$ cat src/rtl/frame_buffer_ctrl.sv
// -----------------------------------------------------------------------------
// frame_buffer_ctrl
//   Double-buffer controller for a 1-bit 320x240 interlaced frame store.
//   The writer fills one bank from the camera pixel stream while the reader
//   scans the other bank for the display. Banks are exchanged only when the
//   reader wraps at the end of a display frame (or straight away if the reader
//   has never run), so the display never shows a torn frame.
//
//   Optional feature macro: FRAME_DROP_CNT_EN
//     When defined, adds drop_cnt[15:0], a saturating count of camera frames
//     whose frame_start arrived while a finished frame was still waiting to be
//     shown (writer in W_HOLD, excluding the swap cycle).
//
// Ports:
//   clk          in   system clock
//   reset        in   synchronous, active-high reset
//   px_in        in   camera pixel data
//   px_valid     in   px_in valid this cycle
//   frame_start  in   pulse marking the first pixel of a camera frame
//   rd_advance   in   display consumed the pixel at rd_addr
//   wr_en        out  write strobe to the buffer (1 cycle after px_valid)
//   wr_addr      out  write address
//   wr_bank      out  bank being written
//   px_out       out  registered px_in, aligned with wr_en
//   rd_addr      out  read address
//   rd_bank      out  bank being displayed (always ~wr_bank)
//   rd_valid     out  display bank holds a complete frame
//   frame_done   out  pulse with the last write of a frame
//   swap         out  pulse: banks exchanged
//   drop_cnt     out  (FRAME_DROP_CNT_EN only) dropped-frame counter
// -----------------------------------------------------------------------------
module frame_buffer_ctrl #(
  parameter int FRAME_PIXELS = 76800,
  parameter int ADDR_W       = 17,
  parameter int PIXEL_W      = 1
) (
  input  logic               clk,
  input  logic               reset,
  input  logic [PIXEL_W-1:0] px_in,
  input  logic               px_valid,
  input  logic               frame_start,
  input  logic               rd_advance,
  output logic               wr_en,
  output logic [ADDR_W-1:0]  wr_addr,
  output logic               wr_bank,
  output logic [PIXEL_W-1:0] px_out,
  output logic [ADDR_W-1:0]  rd_addr,
  output logic               rd_bank,
  output logic               rd_valid,
  output logic               frame_done,
  output logic               swap
`ifdef FRAME_DROP_CNT_EN
  ,
  output logic [15:0]        drop_cnt
`endif
);

  localparam logic [ADDR_W-1:0] LAST_ADDR = ADDR_W'(FRAME_PIXELS - 1);
  localparam logic [ADDR_W-1:0] ONE_ADDR  = ADDR_W'(1);

  typedef enum logic [1:0] {
    W_WAIT_SOF = 2'd0,
    W_FILL     = 2'd1,
    W_HOLD     = 2'd2
  } wstate_e;

  typedef enum logic [0:0] {
    R_IDLE = 1'b0,
    R_RUN  = 1'b1
  } rstate_e;

  wstate_e              wstate_q;
  rstate_e              rstate_q;
  logic [ADDR_W-1:0]    wcnt_q;       // next write address
  logic                 ready_q;      // a complete frame waits in the write bank
  logic                 wr_en_q;
  logic [ADDR_W-1:0]    wr_addr_q;
  logic [PIXEL_W-1:0]   px_out_q;
  logic                 wr_bank_q;
  logic [ADDR_W-1:0]    rd_addr_q;
  logic                 rd_valid_q;
  logic                 frame_done_q;
  logic                 swap_q;
`ifdef FRAME_DROP_CNT_EN
  logic [15:0]          drop_cnt_q;
`endif

  logic rd_wrap_s;
  logic swap_s;

  // Reader hits the end of the display frame this cycle.
  assign rd_wrap_s = (rstate_q == R_RUN) && rd_advance && (rd_addr_q == LAST_ADDR);
  // Exchange banks on a ready frame either at start-up (reader idle) or on a wrap.
  // ready_q is registered, so a frame finishing in the wrap cycle waits one frame.
  assign swap_s = ready_q && ((rstate_q == R_IDLE) || rd_wrap_s);

  // Writer and reader state machines with registered outputs.
  always_ff @(posedge clk) begin
    if (reset) begin
      wstate_q     <= W_WAIT_SOF;
      rstate_q     <= R_IDLE;
      wcnt_q       <= '0;
      ready_q      <= 1'b0;
      wr_en_q      <= 1'b0;
      wr_addr_q    <= '0;
      px_out_q     <= '0;
      wr_bank_q    <= 1'b0;
      rd_addr_q    <= '0;
      rd_valid_q   <= 1'b0;
      frame_done_q <= 1'b0;
      swap_q       <= 1'b0;
`ifdef FRAME_DROP_CNT_EN
      drop_cnt_q   <= 16'h0000;
`endif
    end else begin
      wr_en_q      <= 1'b0;
      frame_done_q <= 1'b0;
      swap_q       <= 1'b0;

      case (wstate_q)
        W_WAIT_SOF, W_FILL: begin
          if (frame_start) begin
            // Start (or restart) a frame at address 0; partial frames are dropped.
            wstate_q <= W_FILL;
            if (px_valid) begin
              wr_en_q   <= 1'b1;
              wr_addr_q <= '0;
              px_out_q  <= px_in;
              wcnt_q    <= ONE_ADDR;
            end else begin
              wcnt_q    <= '0;
            end
          end else if ((wstate_q == W_FILL) && px_valid) begin
            wr_en_q   <= 1'b1;
            wr_addr_q <= wcnt_q;
            px_out_q  <= px_in;
            if (wcnt_q == LAST_ADDR) begin
              ready_q      <= 1'b1;
              frame_done_q <= 1'b1;
              wstate_q     <= W_HOLD;
            end else begin
              wcnt_q <= wcnt_q + ONE_ADDR;
            end
          end
        end
        W_HOLD: begin
          if (swap_s) begin
            wstate_q <= W_WAIT_SOF;
          end
        end
        default: wstate_q <= W_WAIT_SOF;
      endcase

      case (rstate_q)
        R_IDLE: begin
          if (ready_q) begin
            rstate_q   <= R_RUN;
            rd_valid_q <= 1'b1;
            rd_addr_q  <= '0;
          end
        end
        R_RUN: begin
          if (rd_advance) begin
            rd_addr_q <= (rd_addr_q == LAST_ADDR) ? '0 : (rd_addr_q + ONE_ADDR);
          end
        end
        default: rstate_q <= R_IDLE;
      endcase

      // Placed last so the ready clear wins over any other update.
      if (swap_s) begin
        wr_bank_q <= ~wr_bank_q;
        ready_q   <= 1'b0;
        swap_q    <= 1'b1;
      end

`ifdef FRAME_DROP_CNT_EN
      if ((wstate_q == W_HOLD) && frame_start && !swap_s && (drop_cnt_q != 16'hFFFF)) begin
        drop_cnt_q <= drop_cnt_q + 16'h0001;
      end
`endif
    end
  end

  assign wr_en      = wr_en_q;
  assign wr_addr    = wr_addr_q;
  assign wr_bank    = wr_bank_q;
  assign rd_bank    = ~wr_bank_q;  // derived so the banks can never coincide
  assign px_out     = px_out_q;
  assign rd_addr    = rd_addr_q;
  assign rd_valid   = rd_valid_q;
  assign frame_done = frame_done_q;
  assign swap       = swap_q;
`ifdef FRAME_DROP_CNT_EN
  assign drop_cnt   = drop_cnt_q;
`endif

endmodule

$ cat config.mk
export PLATFORM = sky130hd
export DESIGN_NAME = frame_buffer_ctrl
export DESIGN_NICKNAME = d
export VERILOG_FILES = /design/src/rtl/frame_buffer_ctrl.sv
export SDC_FILE = /design/constraint.sdc
export NUM_CORES = 1
export LEC_CHECK = 0
export CAP_MARGIN = 10
export CORE_UTILIZATION = 58
export CTS_BUF_LIST = sky130_fd_sc_hd__clkbuf_4 sky130_fd_sc_hd__clkbuf_8
export CTS_CLUSTER_SIZE = 12
export DETAILED_ROUTE_END_ITERATION = 6
export PLACE_DENSITY = 0.86
export SYNTH_ARGS = -nofsm -noshare
export SYNTH_HDL_FRONTEND = slang
export SYNTH_SLANG_ARGS = --single-unit
export TNS_END_PERCENT = 50
$ cat constraint.sdc
create_clock -name clk -period 4.7 [get_ports clk]
set_input_delay 1.41 -clock clk [delete_from_list [all_inputs] [get_ports clk]]
set_output_delay 1.41 -clock clk [all_outputs]
set_load 0.01 [all_outputs]
==> metrics.cfg <==
[critical_path]
crit_slowest_cell = clkdlybuf4s50_1
crit_required_ns = 4.91
r2r-start = wcnt_q[13]$_SDFFE_PP0P_
r2r_slack_ns = 2.56
worstPathMaxFanout = 7
critPathKind = in -> reg
r2r_end = wcnt_q[4]$_SDFFE_PP0P_
crit_path_end_kind = flop
max_stage_delay_ns = 0.59
start_kind = input port
r2r_cells = 5
arrival_ns = 3.26
crit_chain = clkdlybuf4s50_1, a21oi_1, nor4_1, or3b_1, xnor2_1, nor2_1

[floorplanning]
dieHeight_um = 71.0
core_um2 = 4470
io_pins = 47
start_util_pct = 61.8
die_w_um = 71.0
num_rows = 24
dieArea_um2 = 5050

[cells_and_area]
syn_to_final_growth_pct = 26.5
final_cells = 427
diodes = 0
utilization_pct = 78.1
nets = 378
final_common_cell = dfxtp_1
drive_gt1_share_pct = 8.00
n_fill_cell = 317
multi_input_area_um2 = 1450
final_cell_mix = dfxtp_1, nor2_1, clkdlybuf4s50_1
seqCellArea_um2 = 1220

[detailed_routing]
dr.first_iter.drc_count = 270
vias = 2624
drt-pass1-iter-count = 7
vias_per_cell = 6.15
drt_wl_total_mm = 6.59
drcViolationCount = 4
wl_per_cell_um = 15.4
antenna_left = 0

[clock_network]
cts_setup_buffers = 0
cts_tree = yes
worstSkewPairLatency_ns = 0.34
cts_hold_buf = 0
cts_buffer_depth = 2
cts.clk_slew.worst_paths_ns = 0.07
post_cts_resized = 0
tritoncts.num_buffers = 9
cts_num_sinks = 61
htreeDepth = 3
root_buffer = clkbuf_8

[global_routing]
grt_pass1_wl_mm = 10.8
grt.met1_usage_pct = 37.2
overflow = 0
grt.met2_usage_pct = 40.8
grt_max_degree = 25
track_usage_pct = 27.5
met3_usage_pct = 6.98
grt_pass1_vias = 2338
antenna_found_initial = 0
grt_most_used_layer = met2

[sta]
min_period_ns = 3.05
final_max_slew_viol_count = 0
setup-tns-final_ns = 0
setup_violations = 0
grt_setup_unrepaired = no
fmax_mhz = 328
finClkSkew_ns = 0.00454
worst_slew_pin_slew_ns = 0.909
fin_hold_ws_ns = 0.504
fin_crit_sh_pct = 64.8
finalHoldViolCount = 0
relSlewSlack_pct = 39.2

[worst_hold_path]
hold_class = reg -> reg
hold_path_depth = 2
min_from = wr_addr[5]$_SDFFE_PP0P_
hold_path_end = wr_addr[5]$_SDFFE_PP0P_

[synth]
async_reset_ff_share_pct = 0
synth_top_area_share_pct = 44.2
synth_cell_types = 52
ys_ff_latch = 61
ys.flop_type = dfxtp_1
yosys.area.top_type = dfxtp_1
synth_edf_count = 0
ys_seq_area_share_pct = 44.2
synth_fp_nets = 334
synthTopCellsByArea = dfxtp_1, nor2_1, a22oi_1, nand4_1, nand3_1
syn_inst = 326
netlist_area_um2 = 2760
postSynthAreaPerCell_um2 = 8.48
ys.warnings.count = 0

[power_and_ir_drop]
p_per_area_nw_per_um2 = 326
peakVddDrop_mv = 0.194
leakagePower_nw = 1.15

[run_status]
status = finished with violations
violations = DRC

[placement]
post-place-cells = 411
port_buffers = 46
dpl.hpwl_mm = 4.42
globalplace.congestion = 0.882

[run]
drv_cap = 0

[worst max path at each step]
stage / cells past startpoint / slack (ns) / start / endpoint
after floorplan: 6 / 1.96 / frame_start / wcnt_q[15]$_SDFFE_PP0P_
after global placement: 4 / 1.39 / reset / rd_addr[15]$_SDFFE_PP0P_
after detailed placement: 6 / 1.32 / px_valid / wcnt_q[15]$_SDFFE_PP0P_
after CTS: 6 / 1.68 / px_valid / wcnt_q[15]$_SDFFE_PP0P_
after global routing: 4 / 1.51 / reset / rd_addr[13]$_SDFFE_PP0P_
final: 6 / 1.65 / px_valid / wcnt_q[15]$_SDFFE_PP0P_
[logic make-up (layout without fill, tap and decap cells)]
kind of cell,count (synthesis),in the layout,synth area share (%)
simple gates,158,158,30.2
compound gates,64,64,15.2
flops,61,61,44.2
buf+inv,22,71,3.26
xor+xnor,16,16,5.07
mux,3,3,1.13
fa+ha+maj,2,2,0.905
[final cells by class]
class | count | area share, %
multi-input cells | 243 | 41.6
flip-flops and latches | 61 | 34.9
repair buffers | 50 | 14.0
clock buffers | 12 | 4.37
clock inverters | 4 | 2.72
well taps | 52 | 1.86
inverters | 5 | 0.537
[sequential cells by signal (all words and copies together), names as in the netlist]
| signal | flops |
|---|---|
| px_out | 1 |
| rd_addr | 17 |
| ready_q | 1 |
| frame_done | 1 |
| rstate_q | 1 |
| wr_bank | 1 |
| wr_en | 1 |
| swap | 1 |
| rd_valid | 1 |
| wstate_q | 2 |
| wcnt_q | 17 |
| wr_addr | 17 |
[where the power goes]
group	switching [W]	internal [W]	total, W
combinational	0.0000241	0.0000133	0.0000374
sequential	0.00000282	0.000520	0.000522
clock	0.000202	0.000378	0.000579
total	0.000229	0.000911	0.00114
[synthesized netlist by cell type (2+ instances only)]
library cell	n
inv_1	5
a22oi_1	17
and3_1	3
nor3b_1	2
a211oi_1	4
nand4_1	16
mux2i_1	2
nand3_1	16
nor4_1	4
or3_1	4
nand2_1	21
a21oi_1	15
nand3b_1	3
dfxtp_1	61
clkbuf_1	15
and4_1	3
xor2_1	9
nor3_1	8
nand2b_1	4
or2_2	2
ha_1	2
nand4b_1	3
and2_1	2
a31oi_1	2
o21ai_0	15
nor2_1	54
nor2b_1	3
xnor2_1	7
[critical path, delay by kind of cell]
| family | cells | cell delay, ns |
|---|---|---|
| XOR/XNOR | 1 | 0.14 |
| AND/OR/NAND/NOR | 3 | 1.02 |
| AO/OA/AOI/OAI | 1 | 0.10 |
| buffers and inverters | 1 | 0.59 |
[per-layer routing]
metal / part of all wire [%] / routed length [µm]
met2: 45 / 2960
met3: 7.0 / 463
met1: 46 / 3050
met4: 1.7 / 112
met5: 0 / 0
[per-stage QoR]
| stage | cell area (µm²) | total power (W) | setup slack (ns) |
|---|---|---|---|
| floorplan | 2760 | 0.000557 | 1.96 |
| global placement | 3250 | 0.000570 | 1.39 |
| detailed placement | 3250 | 0.000570 | 1.32 |
| CTS | 3500 | 0.00114 | 1.68 |
| global route | 3500 | 0.00117 | 1.51 |
| finish | 3500 | 0.00114 | 1.65 |
No activity file was read; power rests on OpenSTA's default activity.
==> variant 1: new RTL, config.mk and constraints unchanged <==
Build with the macro `FRAME_DROP_CNT_EN` defined.
--- a/src/rtl/frame_buffer_ctrl.sv
+++ b/src/rtl/frame_buffer_ctrl.sv
@@ -29,6 +29,8 @@
 //   swap         out  pulse: banks exchanged
 //   drop_cnt     out  (FRAME_DROP_CNT_EN only) dropped-frame counter
 // -----------------------------------------------------------------------------
+`define FRAME_DROP_CNT_EN
+
 module frame_buffer_ctrl #(
   parameter int FRAME_PIXELS = 76800,
   parameter int ADDR_W       = 17,
Formal check against the unedited RTL (old outputs only; new: drop_cnt): equivalent (Yosys induction, for registers that start in step).
==> variant 1 against the original RTL <==
  * Largest power group is now registers
  * The flow now finishes without violations
  * Routed wire length up 29%
  * Power increased by 9.8%
  * Final cell count rose by 29%
  * Worst setup slack got worse by 210 ps
  * Cell area up 27%
  * Sequential cell count rose by 16
  * Area after synthesis increased by 30%
  * Synthesized cell count rose by 28%
==> variant 1: results (changes against the original RTL) <==
Run status
  – Outcome: complete, no violations

Final layout
  – Non-filler cells in the finished layout: 551 (+29%)
  – Filler cells: 476 (+50%)
  – Layout cell share with drive strength beyond 1: 0.0693 (-0.0107)
  – Fin nets: 480 (+27%)

STA
  – Worst hold slack: 497 ps (-7.03 ps)
  – Clock skew: 5.96 ps (+1.42 ps)
  – Worst-margin pin slew: 991 ps (+81.8 ps)

Place
  – Place WS: 1110 ps (-213 ps)
  – Placed cells: 535 (+30%)
  – Post-DP HPWL: 5540 um (+25%)
  – Port buffer count: 62 (+35%)
  – Placed Area: 4200 um2 (+29%)
  – Placer Congestion: 0.854 (-3.1%)

Die
  – Die footprint: 6510 um2 (+29%)

Critical path
  – Worst reg2reg path depth: 6 (+1)
  – Data arrival time at the worst-slack endpoint: 3530 ps (+270 ps)
  – CP peak stage delay: 760 ps (+170 ps)
  – Worst reg2reg startpoint: rd_addr[0]$_SDFFE_PP0P_
  – Crit-path max FO: 31 (+24)
  – FF-to-FF End: drop_cnt[3]$_SDFFE_PP0P_

Detailed routing
  – Met2 wire length: 4330 um (+46%)
  – DR WL met3: 423 um (-8.6%)
  – DR vias: 3437 (+31%)
  – First-pass DRT Iterations: 5 (-2)
  – DR WL/cell: 15.4 um (-0.14%)
  – DRT iter0 DRCs: 285 (+5.6%)
  – Met1 WL: 3660 um (+20%)

Min path
  – Sink of the worst hold path: rd_valid$_SDFFE_PP0P_
  – Hold Path Stages: 2 (unchanged)
  – Hold_sp: rd_valid$_SDFFE_PP0P_

GRT
  – Met2 usage: 0.458 (+0.0504)
  – Met1 usage in global routing: 0.320 (-0.0523)
  – Vias in the first global route: 3070 (+31%)
  – First-pass GRT wire length: 13700 um (+27%)
  – Tot GR Track Use: 0.272 (-0.00311)
  – Largest net degree at the start of global routing: 51 (+100%)
  – GR Util met3: 0.0773 (+0.00747)

Synthesis
  – Syn Inst Count: 418 (+28%)
  – Netlist cell types: 56 (+7.7%)
  – Async SR Flop Fraction: 0 (unchanged)
  – Synthesized Nets: 427 (+28%)
  – Top cells by area, synth: dfxtp_1 43%, a21oi_1 4.9%, nor2_1 4.8%
  – Post-synth top cells: 77 x dfxtp_1, 46 x nor2_1, 35 x a21oi_1, 28 x nand2_1, 21 x nand3_1
  – Sequential-to-total area share from yosys stat: 0.430 (-0.0123)

Pwr
  – Lkg Pwr: 1.46 nW (+27%)
  – Worst VDD drop: 0.000237 V (+22%)

Clocking
  – Clk_lat worst skew: 350 ps
variant 1: cell count changes after synthesis, moves of 7 or more:
cell and change:
nand4_1 -7, dfxtp_1 +16, a21oi_1 +20, or4_1 +13
o31ai_1 +12, nor2_1 -8, nand2_1 +7
variant 1: worst max path at each step:
stage	startpoint	endpoint	slack (ps)
2_1_floorplan	frame_start	wr_addr[10]$_SDFFE_PP0P_	2120
3_3_place_gp	frame_start	drop_cnt[5]$_SDFFE_PP0P_	1160
3_5_place_dp	frame_start	drop_cnt[13]$_SDFFE_PP0P_	1110
4_1_cts	frame_start	drop_cnt[13]$_SDFFE_PP0P_	1470
5_1_grt	rd_advance	drop_cnt[3]$_SDFFE_PP0P_	1290
6_report	frame_start	drop_cnt[7]$_SDFFE_PP0P_	1440
variant 1: cells by family after synthesis:
kind of cell / after synthesis / share of synthesized area
buffers and inverters: 30 / 0.0387
adders and majority gates: 3 / 0.0105
and+or+nand+nor: 179 / 0.278
xor gates and xnor gates: 8 / 0.0195
AOI/OAI and AO/OA: 117 / 0.213
DFF: 77 / 0.430
muxes: 4 / 0.0112
variant 1: power by group:
part           total, mW  switching, mW  internal (mW)
clock              0.554          0.252          0.302
sequential         0.657        0.00337          0.654
combinational     0.0401         0.0280         0.0120
total               1.25          0.284          0.968
variant 1: worst max-delay path, delay by kind of cell:
family / cells / cell delay, ps
AND/OR/NAND/NOR: 2 / 900
buffers and inverters: 1 / 760
AO/OA/AOI/OAI: 2 / 460
variant 1: layout make-up:
type | count | area (um2) | area share
inverters | 8 | 30.0 | 0.00679
repair buffers | 64 | 631 | 0.142
multi-input cells | 311 | 1910 | 0.431
clock buffers | 9 | 124 | 0.0280
clock inverters | 7 | 97.6 | 0.0221
well taps | 75 | 93.8 | 0.0212
flip-flops and latches | 77 | 1540 | 0.348
==> variant 2: new RTL, same settings <==
Made on the original files. Put one more register stage on the output `wr_addr`, cleared by the reset. The value now appears one clock later. The other outputs are not delayed to match.
--- a/src/rtl/frame_buffer_ctrl.sv
+++ b/src/rtl/frame_buffer_ctrl.sv
@@ -183,7 +183,13 @@
   end
 
   assign wr_en      = wr_en_q;
-  assign wr_addr    = wr_addr_q;
+  always_ff @(posedge clk) begin
+    if (reset) begin
+      wr_addr <= '0;
+    end else begin
+      wr_addr <= wr_addr_q;
+    end
+  end
   assign wr_bank    = wr_bank_q;
   assign rd_bank    = ~wr_bank_q;  // derived so the banks can never coincide
   assign px_out     = px_out_q;
Formal check against the unedited RTL: not equivalent (Yosys sat finds a counterexample within 4 cycles, from zero or initial values and one cycle with reset high).
==> variant 2 against the original RTL <==
  * Area after synthesis rose by 18%
  * Die area up 17%
  * Cell area up 13%
  * Fmax shrank 7.1%
  * Routed wire length increased by 7.3%
  * Power rose by 9.5%
  * Worst setup slack got worse by 230 ps
  * Core utilization down 2.6 points
  * Register-to-register slack worse by 100 ps
  * First-iteration DRC count grew 7.8%
  * Sequential cell count up 17
  * Largest power group is now registers
==> variant 2: results (changes against the original RTL) <==
Run status
  – Outcome: complete, no violations

Synthesis
  – Adder-cell area share of the yosys netlist: 0.00770 (-0.00136)
  – Top cells by area, synth: dfxtp_1 48%, o21ai_0 4.3%, nand2b_1 4.2%
  – Netlist cell types: 54 (+3.8%)
  – Avg Inst Size Synth: 8.88 um2 (+4.8%)
  – Post-synth top cells: 78 x dfxtp_1, 34 x nand2_1, 28 x o21ai_0, 27 x nor2_1
  – Mux share of post-synthesis cell area: 0.0127 (+0.00138)
  – Xor and xnor area share after synthesis: 0.0323 (-0.0184)
  – Synth Area in Compound Gates: 0.169 (+0.0169)
  – Synthesized Nets: 374 (+12%)
  – Post-Syn Area: 3250 um2 (+18%)

Critical path
  – End of the critical path: ready_q$_SDFFE_PP0P_
  – Worst reg2reg path depth: 6 (+1)
  – Worst reg2reg startpoint: rd_addr[0]$_SDFFE_PP0P_
  – Critical-path top delay cell: nor3_2
  – Data arrival time at the worst-slack endpoint: 3570 ps (+310 ps)
  – Crit-path max FO: 18 (+11)
  – CP peak stage delay: 1020 ps (+430 ps)

Pwr
  – Lkg Pwr: 1.49 nW (+30%)
  – Tot Pwr: 1.25 mW (+9.5%)
  – Seq power: 665 uW (+27%)
  – Worst VDD drop: 0.000297 V (+53%)

GRT
  – Tot GR Track Use: 0.260 (-0.0150)
  – First-pass GRT wire length: 12100 um (+12%)
  – Largest net degree at the start of global routing: 28 (+12%)

Place
  – Placed cells: 470 (+14%)
  – Post-DP HPWL: 4810 um (+8.8%)
  – Placed Area: 3740 um2 (+15%)

Final layout
  – Filler cells: 364 (+15%)
  – Non-filler cells in the finished layout: 486 (+14%)

Detailed routing
  – Met2 wire length: 3340 um (+13%)
  – Met1 WL: 3160 um (+3.4%)
  – DR WL met3: 380 um (-18%)

Die
  – Starting Density: 0.621 (+0.00291)

STA
  – Headroom to the max-slew limit: 0.236 (-0.156)
  – Worst hold slack: 443 ps (-61.1 ps)
  – Clock skew: 9.94 ps (+5.40 ps)
  – Final Worst Setup Slack: 1420 ps (-231 ps)

Min path
  – Hold_sp: wr_addr_q[6]$_SDFFE_PP0P_
[variant 2: changes by cell type in the layout (fill, tap and decap cells not counted), moves of 10 or more]
cell	change
nor2_1	-27
inv_1	+20
nand2b_1	+18
dfxtp_1	+17
a22oi_1	-14
nand2_1	+13
o21ai_0	+13
nand4_1	-12
a21oi_1	+10
[variant 2: layer usage]
metal | vias to the layer above | global-route usage
met2 | 102 | 0.402
met3 | 17 | 0.0440
met4 | 0 | 0.175
met1 | 1353 | 0.332
met5 | - | 0
li1 | 1366 | -
[variant 2: area by class of cell]
class                           instances  share of cell area
Sequential cell                        78               0.395
Multi-Input combinational cell        249               0.384
Timing Repair Buffer                   48               0.120
Clock buffer                           10              0.0332
Inverter                               25              0.0237
Tap cell                               70              0.0221
Clock inverter                          6              0.0218
[variant 2: logic make-up (layout without fill, tap and decap cells)]
group | count (synthesis) | in the layout
compound gates | 88 | 88
flops | 78 | 78
mux | 4 | 4
buf+inv | 39 | 89
simple gates | 143 | 143
fa+ha+maj | 2 | 2
xor+xnor | 12 | 12
